`src/rtl/fetch_sequencer_if.sv`:
```
// Handshake bundle between fetch_sequencer (master) and the pipeline (slave):
// the DIR/ack_from input handshake and the DOR/ack_to output handshake.
interface fetch_sequencer_if;
    logic        pipe_dir;
    logic [31:0] pipe_data_in;
    logic        pipe_ack_from;
    logic        pipe_dor;
    logic [31:0] pipe_data_out;
    logic        pipe_ack_to;

    modport master (
        output pipe_dir, pipe_data_in, pipe_ack_to,
        input  pipe_ack_from, pipe_dor, pipe_data_out
    );

    modport slave (
        input  pipe_dir, pipe_data_in, pipe_ack_to,
        output pipe_ack_from, pipe_dor, pipe_data_out
    );
endinterface

```
`src/rtl/fetch_sequencer.sv`:
```
// Fetch PC sequencer: issues PCs into the pipeline, retires its results, limits in-flight
// words and flushes stale results on redirect. Define FETCH_SEQ_PERF_EN to build perf counters.
module fetch_sequencer #(
    parameter logic [31:0] RESET_PC     = 32'd0,
    parameter logic [31:0] PC_STEP      = 32'd4,
    parameter int unsigned MAX_INFLIGHT = 4
) (
    input  logic              clk,
    input  logic              reset,
    input  logic              enable,
    input  logic              redirect_valid,
    input  logic [31:0]       redirect_pc,
    fetch_sequencer_if.master pipe,
    output logic              out_valid,
    output logic [31:0]       out_data,
    output logic [3:0]        inflight,
    output logic [31:0]       perf_issued,
    output logic [31:0]       perf_stall
);
    typedef enum logic [1:0] {IDLE, OFFER, RELEASE} issue_state_t;
    typedef enum logic {WAIT_DOR, ACKED} retire_state_t;

    localparam logic [3:0] MAX_CNT = 4'(MAX_INFLIGHT);

    issue_state_t  issue_q, issue_d;
    retire_state_t retire_q, retire_d;
    logic [31:0]   pc_q, pc_d;
    logic          dir_d;
    logic [31:0]   data_in_d;
    logic          ack_to_d;
    logic          out_valid_d;
    logic [31:0]   out_data_d;
    logic [3:0]    inflight_d;
    logic [3:0]    discard_q, discard_d;
    logic          accept;
    logic          retire;

    always_comb begin
        issue_d   = issue_q;
        pc_d      = pc_q;
        dir_d     = pipe.pipe_dir;
        data_in_d = pipe.pipe_data_in;
        accept    = 1'b0;
        case (issue_q)
            IDLE: begin
                if (enable && (inflight < MAX_CNT) && !redirect_valid) begin
                    issue_d   = OFFER;
                    dir_d     = 1'b1;
                    data_in_d = pc_q;
                end
            end
            OFFER: begin
                // An ack coincident with a redirect is still a real accept; it just becomes stale.
                if (pipe.pipe_ack_from) begin
                    accept  = 1'b1;
                    dir_d   = 1'b0;
                    pc_d    = pc_q + PC_STEP;
                    issue_d = RELEASE;
                end else if (redirect_valid) begin
                    dir_d   = 1'b0;
                    issue_d = IDLE;
                end
            end
            RELEASE: begin
                if (!pipe.pipe_ack_from) issue_d = IDLE;
            end
            default: issue_d = IDLE;
        endcase
        if (redirect_valid) pc_d = redirect_pc;

        retire_d    = retire_q;
        ack_to_d    = 1'b0;
        out_valid_d = 1'b0;
        out_data_d  = out_data;
        retire      = 1'b0;
        case (retire_q)
            WAIT_DOR: begin
                if (pipe.pipe_dor) begin
                    retire_d = ACKED;
                    ack_to_d = 1'b1;
                    retire   = 1'b1;
                    if (!redirect_valid && (discard_q == 4'd0)) begin
                        out_valid_d = 1'b1;
                        out_data_d  = pipe.pipe_data_out;
                    end
                end
            end
            default: retire_d = WAIT_DOR;
        endcase

        inflight_d = inflight + {3'b000, accept} - {3'b000, retire};
        // Everything still in flight after a redirect belongs to the old stream.
        discard_d = discard_q;
        if (redirect_valid)
            discard_d = inflight_d;
        else if (retire && (discard_q != 4'd0))
            discard_d = discard_q - 4'd1;
    end

    always_ff @(posedge clk) begin
        if (reset) begin
            issue_q           <= IDLE;
            retire_q          <= WAIT_DOR;
            pc_q              <= RESET_PC;
            discard_q         <= '0;
            inflight          <= '0;
            pipe.pipe_dir     <= 1'b0;
            pipe.pipe_data_in <= '0;
            pipe.pipe_ack_to  <= 1'b0;
            out_valid         <= 1'b0;
            out_data          <= '0;
        end else begin
            issue_q           <= issue_d;
            retire_q          <= retire_d;
            pc_q              <= pc_d;
            discard_q         <= discard_d;
            inflight          <= inflight_d;
            pipe.pipe_dir     <= dir_d;
            pipe.pipe_data_in <= data_in_d;
            pipe.pipe_ack_to  <= ack_to_d;
            out_valid         <= out_valid_d;
            out_data          <= out_data_d;
        end
    end

`ifdef FETCH_SEQ_PERF_EN
    logic stall;
    assign stall = (issue_q == IDLE) && enable && (inflight == MAX_CNT);

    always_ff @(posedge clk) begin
        if (reset) begin
            perf_issued <= '0;
            perf_stall  <= '0;
        end else begin
            if (accept) perf_issued <= perf_issued + 32'd1;
            if (stall)  perf_stall  <= perf_stall + 32'd1;
        end
    end
`else
    assign perf_issued = '0;
    assign perf_stall  = '0;
`endif
endmodule
```
`src/flat_wrapper.sv`:
```
// flat-port wrapper written by rule: the top's interface ports become plain ports
module fetch_sequencer_flat 
#(
    parameter logic [31:0] RESET_PC     = 32'd0,
    parameter logic [31:0] PC_STEP      = 32'd4,
    parameter int unsigned MAX_INFLIGHT = 4
)
  (clk, reset, enable, redirect_valid, redirect_pc, out_valid, out_data, inflight, perf_issued, perf_stall, pipe_pipe_dir, pipe_pipe_data_in, pipe_pipe_ack_to, pipe_pipe_ack_from, pipe_pipe_dor, pipe_pipe_data_out);
  fetch_sequencer_if pipe_i ();
  input  logic clk;
  input  logic reset;
  input  logic enable;
  input  logic redirect_valid;
  input  logic [31:0] redirect_pc;
  output logic out_valid;
  output logic [31:0] out_data;
  output logic [3:0] inflight;
  output logic [31:0] perf_issued;
  output logic [31:0] perf_stall;
  output wire logic [$bits(pipe_i.pipe_dir)-1:0] pipe_pipe_dir;
  output wire logic [$bits(pipe_i.pipe_data_in)-1:0] pipe_pipe_data_in;
  output wire logic [$bits(pipe_i.pipe_ack_to)-1:0] pipe_pipe_ack_to;
  input wire logic [$bits(pipe_i.pipe_ack_from)-1:0] pipe_pipe_ack_from;
  input wire logic [$bits(pipe_i.pipe_dor)-1:0] pipe_pipe_dor;
  input wire logic [$bits(pipe_i.pipe_data_out)-1:0] pipe_pipe_data_out;
  assign pipe_pipe_dir = pipe_i.pipe_dir;
  assign pipe_pipe_data_in = pipe_i.pipe_data_in;
  assign pipe_pipe_ack_to = pipe_i.pipe_ack_to;
  assign pipe_i.pipe_ack_from = pipe_pipe_ack_from;
  assign pipe_i.pipe_dor = pipe_pipe_dor;
  assign pipe_i.pipe_data_out = pipe_pipe_data_out;
  fetch_sequencer #(.RESET_PC(RESET_PC), .PC_STEP(PC_STEP), .MAX_INFLIGHT(MAX_INFLIGHT)) u_core (.clk(clk), .reset(reset), .enable(enable), .redirect_valid(redirect_valid), .redirect_pc(redirect_pc), .pipe(pipe_i), .out_valid(out_valid), .out_data(out_data), .inflight(inflight), .perf_issued(perf_issued), .perf_stall(perf_stall));
endmodule
```
`config.mk`:
```
export PLATFORM = sky130hd
export DESIGN_NAME = fetch_sequencer_flat
export DESIGN_NICKNAME = d
export VERILOG_FILES = /design/src/rtl/fetch_sequencer_if.sv /design/src/rtl/fetch_sequencer.sv /design/src/flat_wrapper.sv
export SDC_FILE = /design/constraint.sdc
export NUM_CORES = 1
export LEC_CHECK = 0
export ABC_AREA = 1
export CORE_MARGIN = 10
export CORE_UTILIZATION = 49
export CTS_CLUSTER_SIZE = 28
export DETAILED_ROUTE_END_ITERATION = 8
export GPL_TIMING_DRIVEN = 0
export PLACE_DENSITY = 0.9
export RECOVER_POWER = 100
export SYNTH_ARGS = -nofsm -noshare
export SYNTH_HDL_FRONTEND = slang
export SYNTH_SLANG_ARGS = --single-unit
```
`constraint.sdc`:
```
create_clock -name clk -period 4.35 [get_ports clk]
set_clock_uncertainty 0.05 [all_clocks]
set_input_delay 0.87 -clock clk [delete_from_list [all_inputs] [get_ports clk]]
set_output_delay 0.87 -clock clk [all_outputs]
set_load 0.05 [all_outputs]
```
==> metrics.txt, run 1 <==
# TYPE chip_impl_metric gauge
chip_impl_metric{name="nNetsFinal",unit=""} 1064
chip_impl_metric{name="power.density",unit="nW/µm²"} 421
chip_impl_metric{name="io_pins",unit=""} 205
chip_impl_metric{name="die_area",unit="µm²"} 16100
chip_impl_metric{name="post_syn_instances",unit=""} 773
chip_impl_info{name="cp-end-kind",value="flop"} 1
chip_impl_metric{name="wl_met2",unit="mm"} 8.39
chip_impl_metric{name="post-route-period-util",unit="%"} 81.4
chip_impl_metric{name="post-dp-hpwl",unit="mm"} 14.1
chip_impl_metric{name="fp-row-count",unit=""} 39
chip_impl_info{name="cp-endpoint",value="u_core.discard_q[1]"} 1
chip_impl_metric{name="setup_tns",unit="ns"} 0
chip_impl_metric{name="met3RoutedLength",unit="mm"} 2.43
chip_impl_metric{name="detail_route.vias_per_cell",unit=""} 5.01
chip_impl_info{name="min_path_type",value="flop to flop"} 1
chip_impl_metric{name="relSlewSlack",unit="%"} 57.1
chip_impl_metric{name="worst_skew_pair.late_latency",unit="ns"} 0.35
chip_impl_metric{name="post_synth_num_cell_types",unit=""} 34
chip_impl_metric{name="number_of_setup_buffers_added_after_cts",unit=""} 0
chip_impl_metric{name="synth_seq_area_share",unit="%"} 38.9
chip_impl_metric{name="wl_met1",unit="mm"} 6.79
chip_impl_metric{name="gpl.final_weighted_congestion",unit=""} 0.951
chip_impl_metric{name="r2r_slack",unit="ns"} 1.60
chip_impl_info{name="run_status",value="finished clean"} 1
chip_impl_info{name="top_signal_layer_used",value="met4"} 1
chip_impl_info{name="worstSetupPathType",value="input port to flop"} 1
chip_impl_info{name="yosysTopAreaCell",value="dfxtp_1"} 1
chip_impl_info{name="rsz0062_at_grt",value="no"} 1
chip_impl_metric{name="antenna_violations_before_repair",unit=""} 0
chip_impl_metric{name="drive_above_1_share",unit="%"} 11.6
chip_impl_metric{name="firstDrtPassIters",unit=""} 5
chip_impl_metric{name="floorplan.die.width",unit="µm"} 127
chip_impl_metric{name="tritoncts.num_buffers",unit=""} 9
chip_impl_metric{name="slew_violations",unit=""} 0
chip_impl_metric{name="synth_top_area_share",unit="%"} 38.9
chip_impl_metric{name="fp.dieH",unit="µm"} 127
chip_impl_metric{name="number_of_cells_upsized_or_downsized_after_cts",unit=""} 0
chip_impl_info{name="reg2reg_to",value="u_core.discard_q[1]"} 1
chip_impl_info{name="cts_root_buffer",value="clkbuf_16"} 1
chip_impl_metric{name="worst_slew_pin_slew",unit="ns"} 0.644
chip_impl_metric{name="report.final.hold_viol_count",unit=""} 0
chip_impl_metric{name="vias_in_the_first_global_route",unit=""} 5671
chip_impl_metric{name="vdd_drop_max",unit="mV"} 0.247
chip_impl_metric{name="antenna_cells",unit=""} 0
chip_impl_metric{name="starting_utilization_of_the_core_area",unit="%"} 49.6
chip_impl_metric{name="timing.reg2reg.worst_path_depth",unit=""} 8
chip_impl_metric{name="max_freq",unit="MHz"} 282
chip_impl_metric{name="buffer_ports.inserted",unit=""} 138
chip_impl_metric{name="numClockSinks",unit=""} 109
chip_impl_metric{name="clk_pin_slew_worst_paths",unit="ns"} 0.08
chip_impl_metric{name="vias",unit=""} 5678
chip_impl_metric{name="grtUsageTotal",unit="%"} 21.5
chip_impl_metric{name="grt_first_pass_wirelength",unit="mm"} 28.6
chip_impl_metric{name="cp_data_required_time",unit="ns"} 4.50
chip_impl_info{name="timing.critical_path.from",value="pipe_pipe_dor"} 1
chip_impl_info{name="cts_tree",value="done"} 1
chip_impl_metric{name="path_max_fanout",unit=""} 10
chip_impl_metric{name="dr.first_iter.drc_count",unit=""} 380
chip_impl_metric{name="yosysWarningCount",unit=""} 0
chip_impl_metric{name="cts_max_path_buffers",unit=""} 2
chip_impl_metric{name="drc",unit=""} 0
chip_impl_metric{name="synth.avg_cell_area",unit="µm²"} 7.27
chip_impl_metric{name="detail_route.wl_per_cell",unit="µm"} 15.9
chip_impl_metric{name="grt_max_degree",unit=""} 20
chip_impl_metric{name="holdBufCountCts",unit=""} 0
chip_impl_info{name="yosys-top-cells-area",value="dfxtp_1 (39%), buf_4 (9.2%), nand2_1 (9.0%)"} 1
chip_impl_metric{name="cp.arrival",unit="ns"} 3.69
chip_impl_metric{name="synthesis.area",unit="µm²"} 5620
chip_impl_metric{name="layout_area_overhead",unit="%"} 36.1
chip_impl_metric{name="core",unit="µm²"} 11300
chip_impl_metric{name="drv.max_cap_violation_count",unit=""} 0
chip_impl_metric{name="power_leakage",unit="nW"} 3.35
chip_impl_info{name="timing.rr.start",value="u_core.retire_q"} 1
chip_impl_metric{name="htree_levels",unit=""} 3
chip_impl_metric{name="setup_viol_count_final",unit=""} 0
chip_impl_metric{name="overflow",unit=""} 0
chip_impl_info{name="crit_path_launch_type",value="input port"} 1
chip_impl_metric{name="yosys_register_bits",unit=""} 109
chip_impl_metric{name="wl",unit="mm"} 18.0
chip_impl_metric{name="detail_route_antenna_nets",unit=""} 0
chip_impl_metric{name="total_power",unit="W"} 0.00322
chip_impl_metric{name="final_period_minus_worst_setup_slack",unit="ns"} 3.54
-- routing by layer --
layer	global-route usage, %	up-vias
met1	23.1	2561
met3	10.9	34
met5	0	-
li1	-	2813
met2	36.4	270
met4	6.43	0
-- cells in the mapped netlist --
cell type	number
nand2_1	135
dfxtp_1	109
a21oi_1	85
nor2_1	84
buf_4	69
nand3_1	67
inv_1	57
o21ai_0	55
clkbuf_1	15
buf_2	11
ha_1	8
nor2_2	7
a31oi_1	6
nor2_4	6
xor2_1	6
a211oi_1	5
inv_2	5
nand2_2	5
nor3_1	5
a22oi_1	4
buf_6	4
nand4_1	4
xnor2_1	4
nand2_4	3
a21oi_2	2
clkbuf_8	2
nand3_2	2
o21ai_1	2
buf_1	1
conb_1	1
fa_1	1
nand4_4	1
nor2_8	1
or2_2	1
-- critical path, stage by stage --
cell and delay, ns:
dlygate4sd3_1 0.56, inv_1 0.06, nor2_1 0.38, clkbuf_1 0.43, ha_1 0.32, inv_1 0.05
ha_1 0.17, fa_1 0.47, a211oi_1 0.28, a211oi_1 0.08
-- how the worst min path moves through the flow --
| stage | start | endpoint | slack, ns | depth (start not counted) |
|---|---|---|---|---|
| global placement | u_core.out_data[16] | u_core.out_data[16] | 0.40 | 2 |
| global route | u_core.out_data[29] | u_core.out_data[29] | 0.42 | 2 |
| floorplan | u_core.pc_q[30] | u_core.pipe.pipe_data_in[30] | 0.41 | 2 |
| finish | u_core.retire_q | u_core.retire_q | 0.41 | 1 |
| CTS | u_core.out_data[18] | u_core.out_data[18] | 0.41 | 2 |
| detailed placement | u_core.out_data[24] | u_core.out_data[24] | 0.40 | 2 |
-- metrics by stage --
| step | std cells | instance area, µm² | hold WS (ns) | util (%) | setup WS (ns) |
|---|---|---|---|---|---|
| after detailed placement | 1117 | 7410 | 0.402 | 65.5 | 0.681 |
| after CTS | 1133 | 7730 | 0.414 | 68.3 | 1.03 |
| after global routing | 1133 | 7640 | 0.418 | 67.5 | 0.616 |
| after global placement | 1117 | 7410 | 0.397 | 65.5 | 0.766 |
| after floorplan | 836 | 5850 | 0.408 | - | 1.57 |
| final | 1133 | 7640 | 0.406 | 67.5 | 0.809 |
-- cell families (layout without fill, tap and decap cells) --
family | Yosys count | count (layout) | synth area share (%)
buffers and inverters | 164 | 318 | 16.7
DFF | 109 | 109 | 38.9
adders and majority gates | 9 | 9 | 2.14
xor gates and xnor gates | 10 | 10 | 1.56
and+or+nand+nor | 321 | 321 | 25.8
other | 1 | 64 | 0.0668
AOI/OAI and AO/OA | 159 | 159 | 14.8
-- state kept, by name (all words and copies together) (netlist names) --
| signal | count |
|---|---|
| u_core.discard_q | 4 |
| u_core.inflight | 4 |
| u_core.issue_q | 2 |
| u_core.out_data | 32 |
| u_core.out_valid | 1 |
| u_core.pc_q | 32 |
| u_core.pipe.pipe_data_in | 32 |
| u_core.pipe.pipe_dir | 1 |
| u_core.retire_q | 1 |
-- area by class of cell --
| class | instances | area (µm²) |
|---|---|---|
| Clock buffer | 10 | 239 |
| Clock inverter | 6 | 76.3 |
| Sequential cell | 109 | 2180 |
| Fill cell | 972 | 3680 |
| Multi-Input combinational cell | 563 | 2690 |
| Timing Repair Buffer | 138 | 1380 |
| Inverter | 62 | 233 |
| Buffer | 102 | 659 |
| Tap cell | 143 | 179 |
-- placed cells by master, fill, tap and decap left out, types with 6 or more instances in the layout --
cell type        synthesis  layout
a31oi_1                  6       6
nor2_2                   7       6
buf_2                   11       6
buf_4                   69      65
inv_1                   57      59
nand3_1                 67      67
clkbuf_16                0       9
clkdlybuf4s50_1          0      64
nand2_1                135     137
conb_1                   1      64
clkbuf_1                15      28
dlygate4sd3_1            0      74
o21ai_0                 55      55
nor2_1                  84      86
ha_1                     8       8
dfxtp_1                109     109
xor2_1                   6       6
a21oi_1                 85      86
-- report_power, final --
group,switching [W],internal (W),total (W)
clock network,0.000406,0.000474,0.000880
registers,0.0000706,0.00112,0.00119
logic,0.000792,0.000357,0.00115
total,0.00127,0.00195,0.00322
No activity file was read; power rests on OpenSTA's default activity.
==> run 2: changes to the inputs <==
--- a/config.mk
+++ b/config.mk
@@ -7,11 +7,11 @@
 export LEC_CHECK = 0
 export ABC_AREA = 1
 export CORE_MARGIN = 10
-export CORE_UTILIZATION = 49
+export CORE_UTILIZATION = 45
 export CTS_CLUSTER_SIZE = 28
 export DETAILED_ROUTE_END_ITERATION = 8
 export GPL_TIMING_DRIVEN = 0
-export PLACE_DENSITY = 0.9
+export PLACE_DENSITY = 0.84
 export RECOVER_POWER = 100
 export SYNTH_ARGS = -nofsm -noshare
 export SYNTH_HDL_FRONTEND = slang
==> constraint.sdc (replaced) <==
create_clock -name clk -period 3.55 [get_ports clk]
set_clock_uncertainty 0.05 [all_clocks]
set_input_delay 0.71 -clock clk [delete_from_list [all_inputs] [get_ports clk]]
set_output_delay 0.71 -clock clk [all_outputs]
set_load 0.05 [all_outputs]
==> run 2 against run 1 <==
Net effect:
- sequential power rose by 22%
- highest routed layer unchanged
- largest power group unchanged
- critical endpoint unchanged
- clock power rose by 17%
- critical path depth did not move
- sequential share of layout area fell by 0.089 points
==> metrics.txt, run 2 (synthesis gave the netlist of run 1 again) <==
# TYPE chip_impl_metric gauge
chip_impl_info{name="run_status",value="finished clean"} 1
chip_impl_info{name="most_common_cell_after_layout_fill_and_taps_aside",value="nand2_1"} 1
chip_impl_metric{name="number_of_setup_buffers_added_after_cts",unit=""} 0
chip_impl_metric{name="pre_cts_slack",unit="ns"} 0.163
chip_impl_metric{name="whs",unit="ns"} 0.407
chip_impl_metric{name="slew_violations",unit=""} 0
chip_impl_metric{name="antenna_violations_before_repair",unit=""} 0
chip_impl_metric{name="final_period_minus_worst_setup_slack",unit="ns"} 3.15
chip_impl_metric{name="nNetsFinal",unit=""} 1064
chip_impl_metric{name="drive_above_1_share",unit="%"} 11.9
chip_impl_metric{name="cp_data_required_time",unit="ns"} 3.72
chip_impl_metric{name="detail_route.wl_per_cell",unit="µm"} 15.5
chip_impl_metric{name="vias_in_the_first_global_route",unit=""} 5342
chip_impl_metric{name="firstDrtPassIters",unit=""} 6
chip_impl_metric{name="holdBufCountCts",unit=""} 0
chip_impl_metric{name="worst_hold_path.num_cells",unit=""} 2
chip_impl_metric{name="grtUsageTotal",unit="%"} 20.0
chip_impl_metric{name="grt_first_pass_wirelength",unit="mm"} 28.4
chip_impl_info{name="whs_endpoint",value="u_core.out_data[29]"} 1
chip_impl_metric{name="vdd_drop_max",unit="mV"} 0.272
chip_impl_metric{name="report.final.hold_viol_count",unit=""} 0
chip_impl_metric{name="vias",unit=""} 5640
chip_impl_metric{name="overflow",unit=""} 0
chip_impl_info{name="min_path_type",value="flop to flop"} 1
chip_impl_metric{name="relSlewSlack",unit="%"} 57.6
chip_impl_metric{name="cp.arrival",unit="ns"} 3.32
chip_impl_metric{name="drc",unit=""} 0
chip_impl_metric{name="htree_levels",unit=""} 3
chip_impl_metric{name="timing.reg2reg.worst_path_depth",unit=""} 8
chip_impl_info{name="cts_tree",value="done"} 1
chip_impl_metric{name="dr.first_iter.drc_count",unit=""} 490
chip_impl_metric{name="tritoncts.num_buffers",unit=""} 9
chip_impl_metric{name="starting_utilization_of_the_core_area",unit="%"} 46.4
chip_impl_metric{name="total_power",unit="W"} 0.00390
chip_impl_metric{name="path_max_fanout",unit=""} 10
chip_impl_metric{name="setup_viol_count_final",unit=""} 0
chip_impl_info{name="reg2reg_to",value="u_core.discard_q[1]"} 1
chip_impl_info{name="rsz0062_at_grt",value="no"} 1
chip_impl_metric{name="io_pins",unit=""} 205
chip_impl_metric{name="post-route-period-util",unit="%"} 88.7
chip_impl_metric{name="power.density",unit="nW/µm²"} 509
chip_impl_metric{name="numClockSinks",unit=""} 109
chip_impl_metric{name="die_area",unit="µm²"} 17400
chip_impl_metric{name="number_of_cells_upsized_or_downsized_after_cts",unit=""} 0
chip_impl_metric{name="finalWorstSetupSlack",unit="ns"} 0.401
chip_impl_metric{name="drv.max_cap_violation_count",unit=""} 0
chip_impl_metric{name="buffer_ports.inserted",unit=""} 138
chip_impl_metric{name="detail_route_antenna_nets",unit=""} 0
chip_impl_info{name="cp-end-kind",value="flop"} 1
chip_impl_metric{name="clk_pin_slew_worst_paths",unit="ns"} 0.07
chip_impl_metric{name="post-dp-hpwl",unit="mm"} 13.9
chip_impl_metric{name="detail_route.vias_per_cell",unit=""} 4.87
chip_impl_metric{name="worst_slew_pin_slew",unit="ns"} 0.637
chip_impl_metric{name="gpl.final_weighted_congestion",unit=""} 0.974
chip_impl_metric{name="core",unit="µm²"} 12100
chip_impl_info{name="highest_count_cells_in_the_layout_ignoring_fill_and_taps",value="nand2_1 (137), dfxtp_1 (109), nor2_1 (85), a21oi_1 (85), dlygate4sd3_1 (74)"} 1
chip_impl_metric{name="floorplan.die.width",unit="µm"} 132
chip_impl_info{name="cts_root_buffer",value="clkbuf_16"} 1
chip_impl_info{name="crit_path_launch_type",value="input port"} 1
chip_impl_metric{name="grt_max_degree",unit=""} 19
chip_impl_metric{name="power_leakage",unit="nW"} 3.34
chip_impl_metric{name="max_freq",unit="MHz"} 318
chip_impl_metric{name="r2r_slack",unit="ns"} 0.97
chip_impl_info{name="largestRegisters",value="u_core.out_data: 32 flops, u_core.pc_q: 32 flops, u_core.pipe.pipe_data_in: 32 flops"} 1
chip_impl_metric{name="layout_area_overhead",unit="%"} 36.5
chip_impl_metric{name="cts_max_path_buffers",unit=""} 2
chip_impl_info{name="hp-start",value="u_core.out_data[29]"} 1
chip_impl_info{name="worstSetupPathType",value="input port to flop"} 1
chip_impl_metric{name="fp-row-count",unit=""} 40
chip_impl_info{name="timing.rr.start",value="u_core.retire_q"} 1
chip_impl_metric{name="fp.dieH",unit="µm"} 132
chip_impl_metric{name="wl",unit="mm"} 17.9
chip_impl_metric{name="setup_tns",unit="ns"} 0
chip_impl_metric{name="antenna_cells",unit=""} 0
chip_impl_metric{name="worst_skew_pair.late_latency",unit="ns"} 0.36
[run 2: changes by cell type in the layout (fill, tap and decap cells not counted)]
cell        before  now
clkbuf_1        28   27
nor2_1          86   85
clkinv_4         2    1
nor2_2           6    7
clkinvlp_4       0    2
clkinv_2         0    2
a21oi_1         86   85
clkbuf_8         2    1
buf_2            6    7
inv_6            2    0
a21oi_2          1    2
[run 2: power by group]
part / total (W) / switching (W) / leakage (nW) / internal (W)
clock: 0.00103 / 0.000481 / 0.143 / 0.000551
sequential: 0.00145 / 0.0000845 / 0.893 / 0.00137
combinational: 0.00141 / 0.000976 / 2.30 / 0.000439
total: 0.00390 / 0.00154 / 3.34 / 0.00236
[run 2: layout make-up]
| class | count | area (µm²) |
|---|---|---|
| clock inverter | 7 | 75.1 |
| tap | 168 | 210 |
| buffer | 102 | 661 |
| inverter | 62 | 233 |
| fill | 1112 | 4440 |
| timing repair buffer | 138 | 1380 |
| clock buffer | 9 | 225 |
| sequential | 109 | 2180 |
| multi-input combinational | 563 | 2700 |
[run 2: metrics by stage]
| step | utilization (%) | area [µm²] | std cells |
|---|---|---|---|
| global route | 63.3 | 7670 | 1158 |
| floorplan | - | 5850 | 836 |
| detailed placement | 61.5 | 7440 | 1142 |
| finish | 63.3 | 7670 | 1158 |
| CTS | 63.9 | 7740 | 1158 |
| global placement | 61.5 | 7440 | 1142 |
[run 2: how the worst max path moves through the flow]
stage,start,endpoint,depth (start not counted)
detailed placement,pipe_pipe_dor,u_core.discard_q[1],10
global placement,pipe_pipe_dor,u_core.discard_q[1],10
finish,pipe_pipe_dor,u_core.discard_q[1],10
global route,pipe_pipe_dor,u_core.discard_q[2],12
floorplan,pipe_pipe_dor,u_core.discard_q[1],9
CTS,pipe_pipe_dor,u_core.discard_q[1],10
[run 2: worst max-delay path: stages]
cell and delay (ns):
dlygate4sd3_1 0.52, inv_1 0.06, nor2_2 0.26, clkbuf_1 0.43, ha_1 0.32, inv_1 0.06
ha_1 0.17, fa_1 0.45, a211oi_1 0.26, a211oi_1 0.07
[run 2: per-layer routing]
layer	share of wire, %	up-vias	GRT usage [%]
li1	-	2818	-
met2	47	240	31.7
met3	9.9	33	7.01
met4	2.3	0	7.35
met5	0	-	0
met1	41	2549	24.4
==> run 3: changes to the inputs <==
--- a/config.mk
+++ b/config.mk
@@ -6,6 +6,7 @@
 export NUM_CORES = 1
 export LEC_CHECK = 0
 export ABC_AREA = 1
+export CORE_ASPECT_RATIO = 1.75
 export CORE_MARGIN = 10
 export CORE_UTILIZATION = 45
 export CTS_CLUSTER_SIZE = 28
==> run 3 against run 2 <==
Net effect:
- clock power about the same
- total power fell by 0.82%
- highest routed layer unchanged
- routed wire length is 4.2% higher
==> metrics.txt, run 3 (synthesis gave the netlist of run 1 again) <==
# TYPE chip_impl_metric gauge
chip_impl_info{name="run_status",value="finished clean"} 1
chip_impl_metric{name="core",unit="µm²"} 12400
chip_impl_metric{name="buffer_ports.inserted",unit=""} 138
chip_impl_metric{name="antenna_cells",unit=""} 0
chip_impl_info{name="timing.critical_path.from",value="pipe_pipe_dor"} 1
chip_impl_metric{name="seqCellArea",unit="µm²"} 2180
chip_impl_metric{name="netSwitchingFraction",unit="%"} 39.2
chip_impl_metric{name="tritoncts.num_buffers",unit=""} 9
chip_impl_metric{name="drc",unit=""} 0
chip_impl_metric{name="vias",unit=""} 5636
chip_impl_info{name="cts_root_buffer",value="clkbuf_16"} 1
chip_impl_metric{name="overflow",unit=""} 0
chip_impl_info{name="crit_path_launch_type",value="input port"} 1
chip_impl_metric{name="max_freq",unit="MHz"} 312
chip_impl_metric{name="grtUsageTotal",unit="%"} 20.9
chip_impl_metric{name="cp.depth",unit=""} 12
chip_impl_metric{name="gpl.final_weighted_congestion",unit=""} 0.990
chip_impl_metric{name="post-route-period-util",unit="%"} 90.4
chip_impl_metric{name="multi_input_combinational_cell_area",unit="µm²"} 2700
chip_impl_metric{name="path_max_fanout",unit=""} 10
chip_impl_metric{name="floorplan.die.width",unit="µm"} 104
chip_impl_info{name="min_path_type",value="flop to flop"} 1
chip_impl_info{name="rsz0062_at_grt",value="no"} 1
chip_impl_metric{name="timing.reg2reg.worst_path_depth",unit=""} 10
chip_impl_metric{name="starting_utilization_of_the_core_area",unit="%"} 45.4
chip_impl_metric{name="layout_area_overhead",unit="%"} 36.2
chip_impl_metric{name="htree_levels",unit=""} 3
chip_impl_metric{name="num-fill-cells",unit=""} 1127
chip_impl_metric{name="numClockSinks",unit=""} 109
chip_impl_metric{name="worst_skew_pair.late_latency",unit="ns"} 0.35
chip_impl_metric{name="nNetsFinal",unit=""} 1064
chip_impl_metric{name="detail_route.vias_per_cell",unit=""} 4.87
chip_impl_metric{name="r2r_slack",unit="ns"} 0.91
chip_impl_info{name="worstSetupPathType",value="input port to flop"} 1
chip_impl_metric{name="slew_violations",unit=""} 0
chip_impl_metric{name="firstDrtPassIters",unit=""} 5
chip_impl_metric{name="vias_in_the_first_global_route",unit=""} 5875
chip_impl_metric{name="total_power",unit="W"} 0.00387
chip_impl_info{name="largestRegisters",value="u_core.out_data: 32 flops, u_core.pc_q: 32 flops, u_core.pipe.pipe_data_in: 32 flops"} 1
chip_impl_metric{name="switching_power",unit="W"} 0.00152
chip_impl_metric{name="grt_first_pass_wirelength",unit="mm"} 29.6
chip_impl_metric{name="grt_max_degree",unit=""} 17
chip_impl_metric{name="io_pins",unit=""} 205
chip_impl_metric{name="postLayoutCoreUtil",unit="%"} 61.9
chip_impl_info{name="cp-endpoint",value="u_core.discard_q[2]"} 1
chip_impl_metric{name="wl",unit="mm"} 18.6
chip_impl_metric{name="setup_tns",unit="ns"} 0
chip_impl_metric{name="vdd_drop_max",unit="mV"} 0.306
chip_impl_metric{name="power_leakage",unit="nW"} 3.33
chip_impl_info{name="cpLargestDelayFamily",value="buffers and inverters"} 1
chip_impl_metric{name="whs",unit="ns"} 0.406
chip_impl_metric{name="die_area",unit="µm²"} 17500
chip_impl_metric{name="post-dp-hpwl",unit="mm"} 15.0
chip_impl_metric{name="antenna_violations_before_repair",unit=""} 0
chip_impl_info{name="timing.critical_path.slowest_stage_cell",value="dlygate4sd3_1"} 1
chip_impl_metric{name="postLayoutCellArea",unit="µm²"} 7650
chip_impl_metric{name="worst_slew_pin_slew",unit="ns"} 0.685
chip_impl_metric{name="drive_above_1_share",unit="%"} 11.6
chip_impl_metric{name="setup_viol_count_final",unit=""} 0
chip_impl_metric{name="critical-path-max-stage-delay",unit="ns"} 0.52
chip_impl_metric{name="clk_pin_slew_worst_paths",unit="ns"} 0.07
chip_impl_metric{name="detail_route_antenna_nets",unit=""} 0
chip_impl_info{name="cts_tree",value="done"} 1
chip_impl_metric{name="drv.max_cap_violation_count",unit=""} 0
chip_impl_metric{name="intPower",unit="W"} 0.00235
chip_impl_metric{name="share_seq_of_total_power",unit="%"} 37.6
chip_impl_metric{name="cts_max_path_buffers",unit=""} 2
chip_impl_info{name="cp-end-kind",value="flop"} 1
chip_impl_metric{name="postPlaceCellArea",unit="µm²"} 7440
chip_impl_info{name="timing.rr.start",value="u_core.retire_q"} 1
chip_impl_metric{name="cp.arrival",unit="ns"} 3.38
chip_impl_info{name="most_common_cell_after_layout_fill_and_taps_aside",value="nand2_1"} 1
chip_impl_metric{name="report.final.hold_viol_count",unit=""} 0
chip_impl_metric{name="detail_route.wl_per_cell",unit="µm"} 16.1
chip_impl_metric{name="clock_power_share",unit="%"} 25.9
chip_impl_metric{name="holdBufCountCts",unit=""} 0
chip_impl_metric{name="number_of_setup_buffers_added_after_cts",unit=""} 0
chip_impl_info{name="reg2reg_to",value="u_core.discard_q[2]"} 1
chip_impl_metric{name="dr.first_iter.drc_count",unit=""} 299
chip_impl_metric{name="relSlewSlack",unit="%"} 54.3
chip_impl_metric{name="number_of_cells_upsized_or_downsized_after_cts",unit=""} 0
chip_impl_metric{name="final_period_minus_worst_setup_slack",unit="ns"} 3.21
chip_impl_info{name="highest_count_cells_in_the_layout_ignoring_fill_and_taps",value="nand2_1 (137), dfxtp_1 (109), nor2_1 (85), a21oi_1 (85), dlygate4sd3_1 (74)"} 1
chip_impl_metric{name="power.share.combinational",unit="%"} 36.5
chip_impl_metric{name="cp_data_required_time",unit="ns"} 3.72
chip_impl_metric{name="power.density",unit="nW/µm²"} 506
chip_impl_metric{name="fp-row-count",unit=""} 54
chip_impl_metric{name="cp_num_buf_inv",unit=""} 4
chip_impl_metric{name="fp.dieH",unit="µm"} 168
chip_impl_info{name="crit_chain",value="dlygate4sd3_1 > inv_1 > nor2_2 > clkbuf_1 > ha_1 > inv_1 > ha_1 > fa_1 > xnor2_1 > a21oi_1 > o21ai_0 > a21oi_1"} 1
## run 3: how the worst min path moves through the flow
| stage | start | endpoint | slack (ns) | cells past startpoint |
|---|---|---|---|---|
| floorplan | u_core.pc_q[30] | u_core.pipe.pipe_data_in[30] | 0.41 | 2 |
| global placement | u_core.out_data[29] | u_core.out_data[29] | 0.40 | 2 |
| detailed placement | u_core.out_data[17] | u_core.out_data[17] | 0.40 | 2 |
| CTS | u_core.out_data[17] | u_core.out_data[17] | 0.41 | 2 |
| global route | u_core.out_data[20] | u_core.out_data[20] | 0.43 | 2 |
| finish | u_core.out_data[17] | u_core.out_data[17] | 0.41 | 2 |
## run 3: routing by layer
metal  up-vias  GRT usage, %  routed length (µm)
li1       2812             -                   -
met1      2519          18.8                6300
met2       251          38.9                9730
met3        54          7.34                1700
met4         0          12.3                 917
met5         -             0                   0
## run 3: metrics by stage
step | cells | worst slack [ns]
after global placement | 1142 | 0.0780
after floorplan | 836 | 0.925
after detailed placement | 1142 | 0.0563
final | 1157 | 0.340
after global routing | 1157 | 0.0796
after CTS | 1157 | 0.408
## run 3: power groups by stage
stage               Combinational, W  Clock [W]  Sequential [W]
floorplan                   0.000650          0         0.00185
global route                 0.00152    0.00106         0.00148
CTS                          0.00148    0.00101         0.00146
finish                       0.00141    0.00100         0.00146
global placement             0.00146          0         0.00148
detailed placement           0.00147          0         0.00149
## run 3: area by class of cell
type,instances,share of cell area [%]
repair buffers,138,18.1
inverters,62,3.04
flip-flops and latches,109,28.5
clock inverters,4,0.654
clock buffers,11,3.04
multi-input cells,563,35.3
plain buffers,102,8.64
well taps,168,2.75
## run 3: worst min-delay path: cells and delay by family (launching register included)
family	cells	cell delay (ns)
simple gates	1	0.06
flops	1	0.31
compound gates	1	0.05
